### config.mk
export PLATFORM = sky130hd
export DESIGN_NAME = byte_pack_buf_ctrl_flat
export DESIGN_NICKNAME = d
export VERILOG_FILES = /design/src/rtl/byte_pack_buf_ctrl_pkg.sv /design/src/rtl/byte_pack_buf_ctrl_if.sv /design/src/rtl/byte_pack_buf_ctrl_meta_rf.sv /design/src/rtl/byte_pack_buf_ctrl.sv /design/src/flat_wrapper.sv
export SDC_FILE = /design/constraint.sdc
export NUM_CORES = 1
export LEC_CHECK = 0
export CAP_MARGIN = 20
export CORE_MARGIN = 5
export CORE_UTILIZATION = 48
export DETAILED_ROUTE_END_ITERATION = 12
export GPL_TIMING_DRIVEN = 1
export HOLD_SLACK_MARGIN = 0.08
export PLACE_DENSITY = 0.77
export SLEW_MARGIN = 20
export SYNTH_ARGS = -nofsm -noshare
export SYNTH_HDL_FRONTEND = slang
export SYNTH_HIERARCHICAL = 1
export SYNTH_SLANG_ARGS = --single-unit
### constraint.sdc
create_clock -name clk -period 3.17 [get_ports clk]
set_input_delay 0.634 -clock clk [delete_from_list [all_inputs] [get_ports clk]]
set_output_delay 0.634 -clock clk [all_outputs]
set_load 0.01 [all_outputs]
### src/rtl/byte_pack_buf_ctrl_pkg.sv
// Shared sizing helpers for the byte-pack buffer controller.
// Meta word layout is {last, nbytes}, with last at bit position CW.
package byte_pack_buf_ctrl_pkg;

  // Width of a byte count in 0..dw.
  function automatic int unsigned cw_of(input int unsigned dw);
    return $clog2(dw + 1);
  endfunction

  // Width of a lane index in 0..dw-1, never zero.
  function automatic int unsigned lane_w_of(input int unsigned dw);
    return (dw > 1) ? $clog2(dw) : 1;
  endfunction

endpackage

### src/rtl/byte_pack_buf_ctrl_if.sv
// Byte-in, word-out and RAM-side signals of the byte-pack buffer controller.
interface byte_pack_buf_ctrl_if
  import byte_pack_buf_ctrl_pkg::*;
#(
  parameter int unsigned DATA_WIDTH = 3,
  parameter int unsigned ADDR_WIDTH = 5
);
  localparam int unsigned CW = cw_of(DATA_WIDTH);

  logic                    in_valid;
  logic [7:0]              in_data;
  logic                    in_last;
  logic                    in_ready;
  logic [7:0]              ram_data;
  logic [ADDR_WIDTH-1:0]   ram_wraddress;
  logic                    ram_wren;
  logic [DATA_WIDTH-1:0]   ram_be;
  logic [ADDR_WIDTH-1:0]   ram_rdaddress;
  logic [DATA_WIDTH*8-1:0] ram_q;
  logic                    out_valid;
  logic [DATA_WIDTH*8-1:0] out_data;
  logic [CW-1:0]           out_nbytes;
  logic                    out_last;
  logic                    out_ready;
  logic [ADDR_WIDTH:0]     level;

  modport master (
    input  in_valid, in_data, in_last, ram_q, out_ready,
    output in_ready, ram_data, ram_wraddress, ram_wren, ram_be, ram_rdaddress,
           out_valid, out_data, out_nbytes, out_last, level
  );

  modport slave (
    output in_valid, in_data, in_last, ram_q, out_ready,
    input  in_ready, ram_data, ram_wraddress, ram_wren, ram_be, ram_rdaddress,
           out_valid, out_data, out_nbytes, out_last, level
  );
endinterface

### src/rtl/byte_pack_buf_ctrl_meta_rf.sv
// Per-word {last, nbytes} store: one write port, one asynchronous read port.
module byte_pack_meta_rf
  import byte_pack_buf_ctrl_pkg::*;
#(
  parameter int unsigned DATA_WIDTH = 3,
  parameter int unsigned ADDR_WIDTH = 5
) (
  input  logic                       clk,
  input  logic                       we,
  input  logic [ADDR_WIDTH-1:0]      waddr,
  input  logic [cw_of(DATA_WIDTH):0] wdata,
  input  logic [ADDR_WIDTH-1:0]      raddr,
  output logic [cw_of(DATA_WIDTH):0] rdata
);
  localparam int unsigned DEPTH = 2 ** ADDR_WIDTH;
  localparam int unsigned MW    = cw_of(DATA_WIDTH) + 1;

  logic [MW-1:0] mem [DEPTH];

  always_ff @(posedge clk) begin
    if (we) mem[waddr] <= wdata;
  end

  assign rdata = mem[raddr];
endmodule

### src/rtl/byte_pack_buf_ctrl.sv
// Packs a byte stream into words of an external byte-enable RAM used as a
// circular buffer, then streams committed words out with byte count and last.
module byte_pack_buf_ctrl
  import byte_pack_buf_ctrl_pkg::*;
#(
  parameter int unsigned DATA_WIDTH = 3,
  parameter int unsigned ADDR_WIDTH = 5
) (
  input  logic clk,
  input  logic rst,
  byte_pack_buf_ctrl_if.master bus
);
  localparam int unsigned DEPTH = 2 ** ADDR_WIDTH;
  localparam int unsigned CW    = cw_of(DATA_WIDTH);
  localparam int unsigned LW    = lane_w_of(DATA_WIDTH);
  localparam int unsigned MW    = CW + 1;

  logic [LW-1:0]           lane;
  logic [ADDR_WIDTH-1:0]   wr_ptr;
  logic [ADDR_WIDTH-1:0]   head;
  logic [ADDR_WIDTH:0]     cnt;
  logic                    out_valid_q;
  logic                    out_last_q;
  logic [CW-1:0]           out_nbytes_q;

  logic                    in_ready_c;
  logic                    acc;
  logic                    commit;
  logic                    load;
  logic                    handshake;
  logic [MW-1:0]           meta_wdata;
  logic [MW-1:0]           meta_rdata;
  logic [DATA_WIDTH*8-1:0] out_data_c;

  assign in_ready_c = !rst && (cnt != (ADDR_WIDTH+1)'(DEPTH));
  assign acc        = bus.in_valid && in_ready_c;
  assign commit     = acc && ((lane == LW'(DATA_WIDTH - 1)) || bus.in_last);
  assign handshake  = out_valid_q && bus.out_ready;
  // cnt includes the word held in the output register, hence the compare.
  assign load       = (cnt > (ADDR_WIDTH+1)'(out_valid_q)) && (!out_valid_q || bus.out_ready);
  assign meta_wdata = {bus.in_last, CW'(lane) + CW'(1)};

  byte_pack_meta_rf #(
    .DATA_WIDTH (DATA_WIDTH),
    .ADDR_WIDTH (ADDR_WIDTH)
  ) u_meta (
    .clk   (clk),
    .we    (commit),
    .waddr (wr_ptr),
    .wdata (meta_wdata),
    .raddr (head),
    .rdata (meta_rdata)
  );

  always_ff @(posedge clk) begin
    if (rst) begin
      lane         <= '0;
      wr_ptr       <= '0;
      head         <= '0;
      cnt          <= '0;
      out_valid_q  <= 1'b0;
      out_last_q   <= 1'b0;
      out_nbytes_q <= '0;
    end else begin
      if (commit) begin
        wr_ptr <= wr_ptr + ADDR_WIDTH'(1);
        lane   <= '0;
      end else if (acc) begin
        lane <= lane + LW'(1);
      end

      if (load) begin
        out_valid_q  <= 1'b1;
        out_nbytes_q <= meta_rdata[CW-1:0];
        out_last_q   <= meta_rdata[CW];
        head         <= head + ADDR_WIDTH'(1);
      end else if (handshake) begin
        out_valid_q <= 1'b0;
      end

      if (commit && !handshake)      cnt <= cnt + (ADDR_WIDTH+1)'(1);
      else if (!commit && handshake) cnt <= cnt - (ADDR_WIDTH+1)'(1);
    end
  end

  // Lanes beyond nbytes may hold stale RAM data from an earlier pass.
  always_comb begin
    out_data_c = '0;
    for (int unsigned k = 0; k < DATA_WIDTH; k++) begin
      if (CW'(k) < out_nbytes_q) out_data_c[8*k +: 8] = bus.ram_q[8*k +: 8];
    end
  end

  assign bus.in_ready      = in_ready_c;
  assign bus.ram_wren      = acc;
  assign bus.ram_be        = DATA_WIDTH'(1) << lane;
  assign bus.ram_wraddress = wr_ptr;
  assign bus.ram_data      = bus.in_data;
  // Re-addressing the current word while stalled keeps ram_q stable.
  assign bus.ram_rdaddress = load ? head : head - ADDR_WIDTH'(1);
  assign bus.out_valid     = out_valid_q;
  assign bus.out_data      = out_data_c;
  assign bus.out_nbytes    = out_nbytes_q;
  assign bus.out_last      = out_last_q;
  assign bus.level         = cnt;
endmodule
### src/flat_wrapper.sv
// flat-port wrapper written by rule: the top's interface ports become plain ports
module byte_pack_buf_ctrl_flat import byte_pack_buf_ctrl_pkg::*;
#(
  parameter int unsigned DATA_WIDTH = 3,
  parameter int unsigned ADDR_WIDTH = 5
)
  (clk, rst, bus_in_valid, bus_in_data, bus_in_last, bus_ram_q, bus_out_ready, bus_in_ready, bus_ram_data, bus_ram_wraddress, bus_ram_wren, bus_ram_be, bus_ram_rdaddress, bus_out_valid, bus_out_data, bus_out_nbytes, bus_out_last, bus_level);
  byte_pack_buf_ctrl_if #(.DATA_WIDTH(DATA_WIDTH), .ADDR_WIDTH(ADDR_WIDTH)) bus_i ();
  input  logic clk;
  input  logic rst;
  input wire logic [$bits(bus_i.in_valid)-1:0] bus_in_valid;
  input wire logic [$bits(bus_i.in_data)-1:0] bus_in_data;
  input wire logic [$bits(bus_i.in_last)-1:0] bus_in_last;
  input wire logic [$bits(bus_i.ram_q)-1:0] bus_ram_q;
  input wire logic [$bits(bus_i.out_ready)-1:0] bus_out_ready;
  output wire logic [$bits(bus_i.in_ready)-1:0] bus_in_ready;
  output wire logic [$bits(bus_i.ram_data)-1:0] bus_ram_data;
  output wire logic [$bits(bus_i.ram_wraddress)-1:0] bus_ram_wraddress;
  output wire logic [$bits(bus_i.ram_wren)-1:0] bus_ram_wren;
  output wire logic [$bits(bus_i.ram_be)-1:0] bus_ram_be;
  output wire logic [$bits(bus_i.ram_rdaddress)-1:0] bus_ram_rdaddress;
  output wire logic [$bits(bus_i.out_valid)-1:0] bus_out_valid;
  output wire logic [$bits(bus_i.out_data)-1:0] bus_out_data;
  output wire logic [$bits(bus_i.out_nbytes)-1:0] bus_out_nbytes;
  output wire logic [$bits(bus_i.out_last)-1:0] bus_out_last;
  output wire logic [$bits(bus_i.level)-1:0] bus_level;
  assign bus_i.in_valid = bus_in_valid;
  assign bus_i.in_data = bus_in_data;
  assign bus_i.in_last = bus_in_last;
  assign bus_i.ram_q = bus_ram_q;
  assign bus_i.out_ready = bus_out_ready;
  assign bus_in_ready = bus_i.in_ready;
  assign bus_ram_data = bus_i.ram_data;
  assign bus_ram_wraddress = bus_i.ram_wraddress;
  assign bus_ram_wren = bus_i.ram_wren;
  assign bus_ram_be = bus_i.ram_be;
  assign bus_ram_rdaddress = bus_i.ram_rdaddress;
  assign bus_out_valid = bus_i.out_valid;
  assign bus_out_data = bus_i.out_data;
  assign bus_out_nbytes = bus_i.out_nbytes;
  assign bus_out_last = bus_i.out_last;
  assign bus_level = bus_i.level;
  byte_pack_buf_ctrl #(.DATA_WIDTH(DATA_WIDTH), .ADDR_WIDTH(ADDR_WIDTH)) u_core (.clk(clk), .rst(rst), .bus(bus_i));
endmodule
==> results of run 1 <==
-- cell type report --
| class | instances | area [um2] |
|---|---|---|
| multi-input combinational | 210 | 1930 |
| timing repair buffer | 98 | 937 |
| tap | 140 | 175 |
| fill | 798 | 3920 |
| inverter | 7 | 30.0 |
| sequential | 118 | 3330 |
| clock buffer | 17 | 425 |
| clock inverter | 15 | 186 |
-- routing by layer --
metal,vias up,global-route usage [%]
li1,1545,-
met1,1683,22.5
met2,169,32.6
met3,18,5.43
met4,0,9.51
met5,-,0
-- registers in the layout, indices dropped and copies added (netlist names) --
register                  cells
u_core/lane                   2
u_core/bus.out_valid          1
u_core/bus.out_last           1
u_core/bus.ram_wraddress      5
u_core/bus.level              6
u_core/head                   5
u_core/u_meta/mem            96
u_core/bus.out_nbytes         2
-- kinds of logic after synthesis --
group,after synthesis
buf+inv,30
mux,43
fa+ha+maj,13
simple gates,117
xor+xnor,11
compound gates,26
flops,118
-- worst max-delay path: cells and delay by family, from the launching register on --
kind	cells	cell delay [ns]
AO/OA/AOI/OAI	1	0.24
XOR/XNOR	1	0.14
buffers and inverters	1	0.56
flip-flops	1	0.36
AND/OR/NAND/NOR	2	0.67
-- worst paths after layout --
check	startpoint	to	slack, ns	cells after the start
setup / recovery	u_core/bus.level[1]	bus_ram_rdaddress[3]	0.15	5
hold / removal	u_core/bus.out_last	u_core/bus.out_last	0.51	2
setup reg to reg	u_core/bus.level[1]	u_core/bus.level[5]	0.23	9
hold reg to reg	u_core/bus.out_last	u_core/bus.out_last	0.51	2
-- per-stage QoR --
stage               hold WS, ns  util [%]
floorplan                 0.531         -
global placement          0.505      58.1
detailed placement        0.507      58.1
CTS                       0.522      63.9
global route              0.562      64.1
finish                    0.511      64.1
-- power breakdown --
group	internal (W)	leakage, nW	total [W]	switching (W)
clock	0.00130	0.288	0.00197	0.000666
combinational	0.000974	1.07	0.00179	0.000818
sequential	0.00178	1.04	0.00188	0.000102
-- cells in the final DEF, fill, tap and decap left out, types with 2 or more instances in the layout --
master	Yosys	layout
ha_4	0	2
edfxtp_1	96	96
nand3b_1	7	7
inv_1	7	5
nor2_1	50	50
clkdlybuf4s50_1	0	75
ha_1	12	9
clkinvlp_4	0	6
dlymetal6s2s_1	0	2
a21oi_1	9	9
nand3_1	3	3
or3b_2	3	3
mux2i_1	9	9
clkbuf_16	0	17
dfxtp_1	22	20
nor4_1	2	2
xnor2_1	7	7
nor3_1	4	4
xor2_1	4	4
mux2_2	3	3
mux4_2	29	29
o211ai_1	2	2
bufinv_16	0	4
o21ai_1	2	2
nand2b_1	4	3
or3_1	3	3
buf_4	8	20
a21o_1	2	2
clkinv_2	0	5
and2_1	8	8
and3_1	8	8
o21ai_0	2	2
nor2b_1	10	10
nand2_1	9	9
-- timing repair --
item / 4_1_cts / 5_1_grt
cloned: 0 / 0
pin swaps: 1 / 1
endpoints found under the setup margin: 5 / 4
gates resized for setup: 3 / 5
setup buffers: 2 / 1
hold endpoints to repair: 0 / 0
==> results.json, run 1 <==
{
  "path_max_fanout": 6,
  "layoutNonFillerInstCount": 605,
  "crit_path_end_kind": "output pin",
  "met3_length_mm": 1.09,
  "hold_viol": 0,
  "finalCriticalPeriod_ns": 3.02,
  "synth_most_common_cell": "edfxtp_1",
  "yosys-top-cells-count": "96 x edfxtp_1, 50 x nor2_1, 29 x mux4_2",
  "dp_slack_ns": -0.0858,
  "path_class": "register to output pin",
  "syn2layout_area_growth_pct": 30.3,
  "wl_mm": 12.1,
  "drtIter0Drc": 245,
  "place_area_mm2": 0.00635,
  "power.density_mw_per_mm2": 804,
  "cts.reportedPaths.clkPinSlew_ns": 0.05,
  "ys_warn_count": 6,
  "grt_pass1_wl_mm": 19.0,
  "relSlewSlack_pct": 58.5,
  "synth_nets": 408,
  "m1WireLength_mm": 4.61,
  "synthXorXnorAreaFrac_pct": 1.79,
  "yosysUniqueCellTypes": 48,
  "antenna_found_initial": 0,
  "synth_compound_area_share_pct": 3.37,
  "track_usage_pct": 19.2,
  "place_congestion": 0.785,
  "worstPathCellList": "or4_4, o21ai_4, nand2_1, xnor2_1, clkdlybuf4s50_1",
  "tns_ns": 0,
  "slowest_stage": "or4_4",
  "clock_sinks": 118,
  "clock_skew_ns": 0.0108,
  "yosysSeqAreaShare_pct": 61.7,
  "clock_latency_ns": 0.41,
  "via_count": 3415,
  "met2_length_mm": 6.13,
  "worstMarginPinSlew_ns": 0.618,
  "cts_max_path_buffers": 2,
  "fin_area_mm2": 0.00701,
  "p_total_w": 0.00564,
  "yosysTopAreaCell": "edfxtp_1",
  "ir_worst_vdd_mv": 0.540,
  "num_antenna_cells": 0,
  "rows": 38,
  "setup_violations": 0,
  "synth.area.top_cells": "edfxtp_1 54%, mux4_2 12%, dfxtp_1 8.2%, nor2_1 3.5%, ha_1 2.8%",
  "async_flop_share_pct": 0,
  "ios": 94,
  "synthMuxAreaShare_pct": 15.2,
  "worst_ep_required_time_ns": 2.54,
  "final_antenna_net_count": 0,
  "place.port_buffers": 77,
  "final_nets": 502,
  "drive_above_1_share_pct": 22.2,
  "report.final.slew_viol_count": 0,
  "status": "finished clean",
  "dp_hpwl_mm": 7.91,
  "critPathMaxStageDelay_ns": 0.58,
  "synth-edff-count": 96,
  "synth_top_family_by_area": "multiplexers",
  "die_h_um": 116,
  "initial_core_util_pct": 49.2,
  "synth_top_area_share_pct": 53.5,
  "yosys.area_share.adder_pct": 3.16,
  "cts_tree": "done",
  "routedWlPerCell_um": 20.0,
  "startpoint_type": "register",
  "hold_path_class": "register to register",
  "p_leak_nw": 2.40,
  "die_area_mm2": 0.0134,
  "fmax_mhz": 332,
  "syn_avg_cell_area_um2": 15.0,
  "core-area_mm2": 0.0109,
  "postCtsHoldBufs": 0,
  "synthSimpleGateAreaFrac_pct": 11.4,
  "grt_max_degree": 34,
  "syn_area_mm2": 0.00538,
  "worst-endpoint-arrival_ns": 2.38,
  "top_layer_used": "met4",
  "ys_ff_latch": 118,
  "cts-root-buf": "clkbuf_16",
  "syn-instance-count": 358,
  "min_period_over_period_pct": 95.2,
  "drc": 0,
  "h-tree-depth": 4,
  "cts_buffers": 17,
  "detail_route.vias_per_cell": 5.64,
  "max-cap-violations": 0,
  "setup_slack_ns": 0.154,
  "drt-pass1-iter-count": 7,
  "grt_pass1_vias": 3501,
  "die_x_um": 116,
  "overflow": 0,
  "synth_flop_cell": "edfxtp_1",
  "dpl.cell_count": 570,
  "rsz0062_at_grt": "false"
}
No activity file was read; power rests on OpenSTA's default activity.
==> run 2, diff against run 1 <==
Settings changed: GPL_TIMING_DRIVEN 1 to unset.
==> results of run 2 <==
No change in the layout: final DEF, timing and power equal those of run 1.
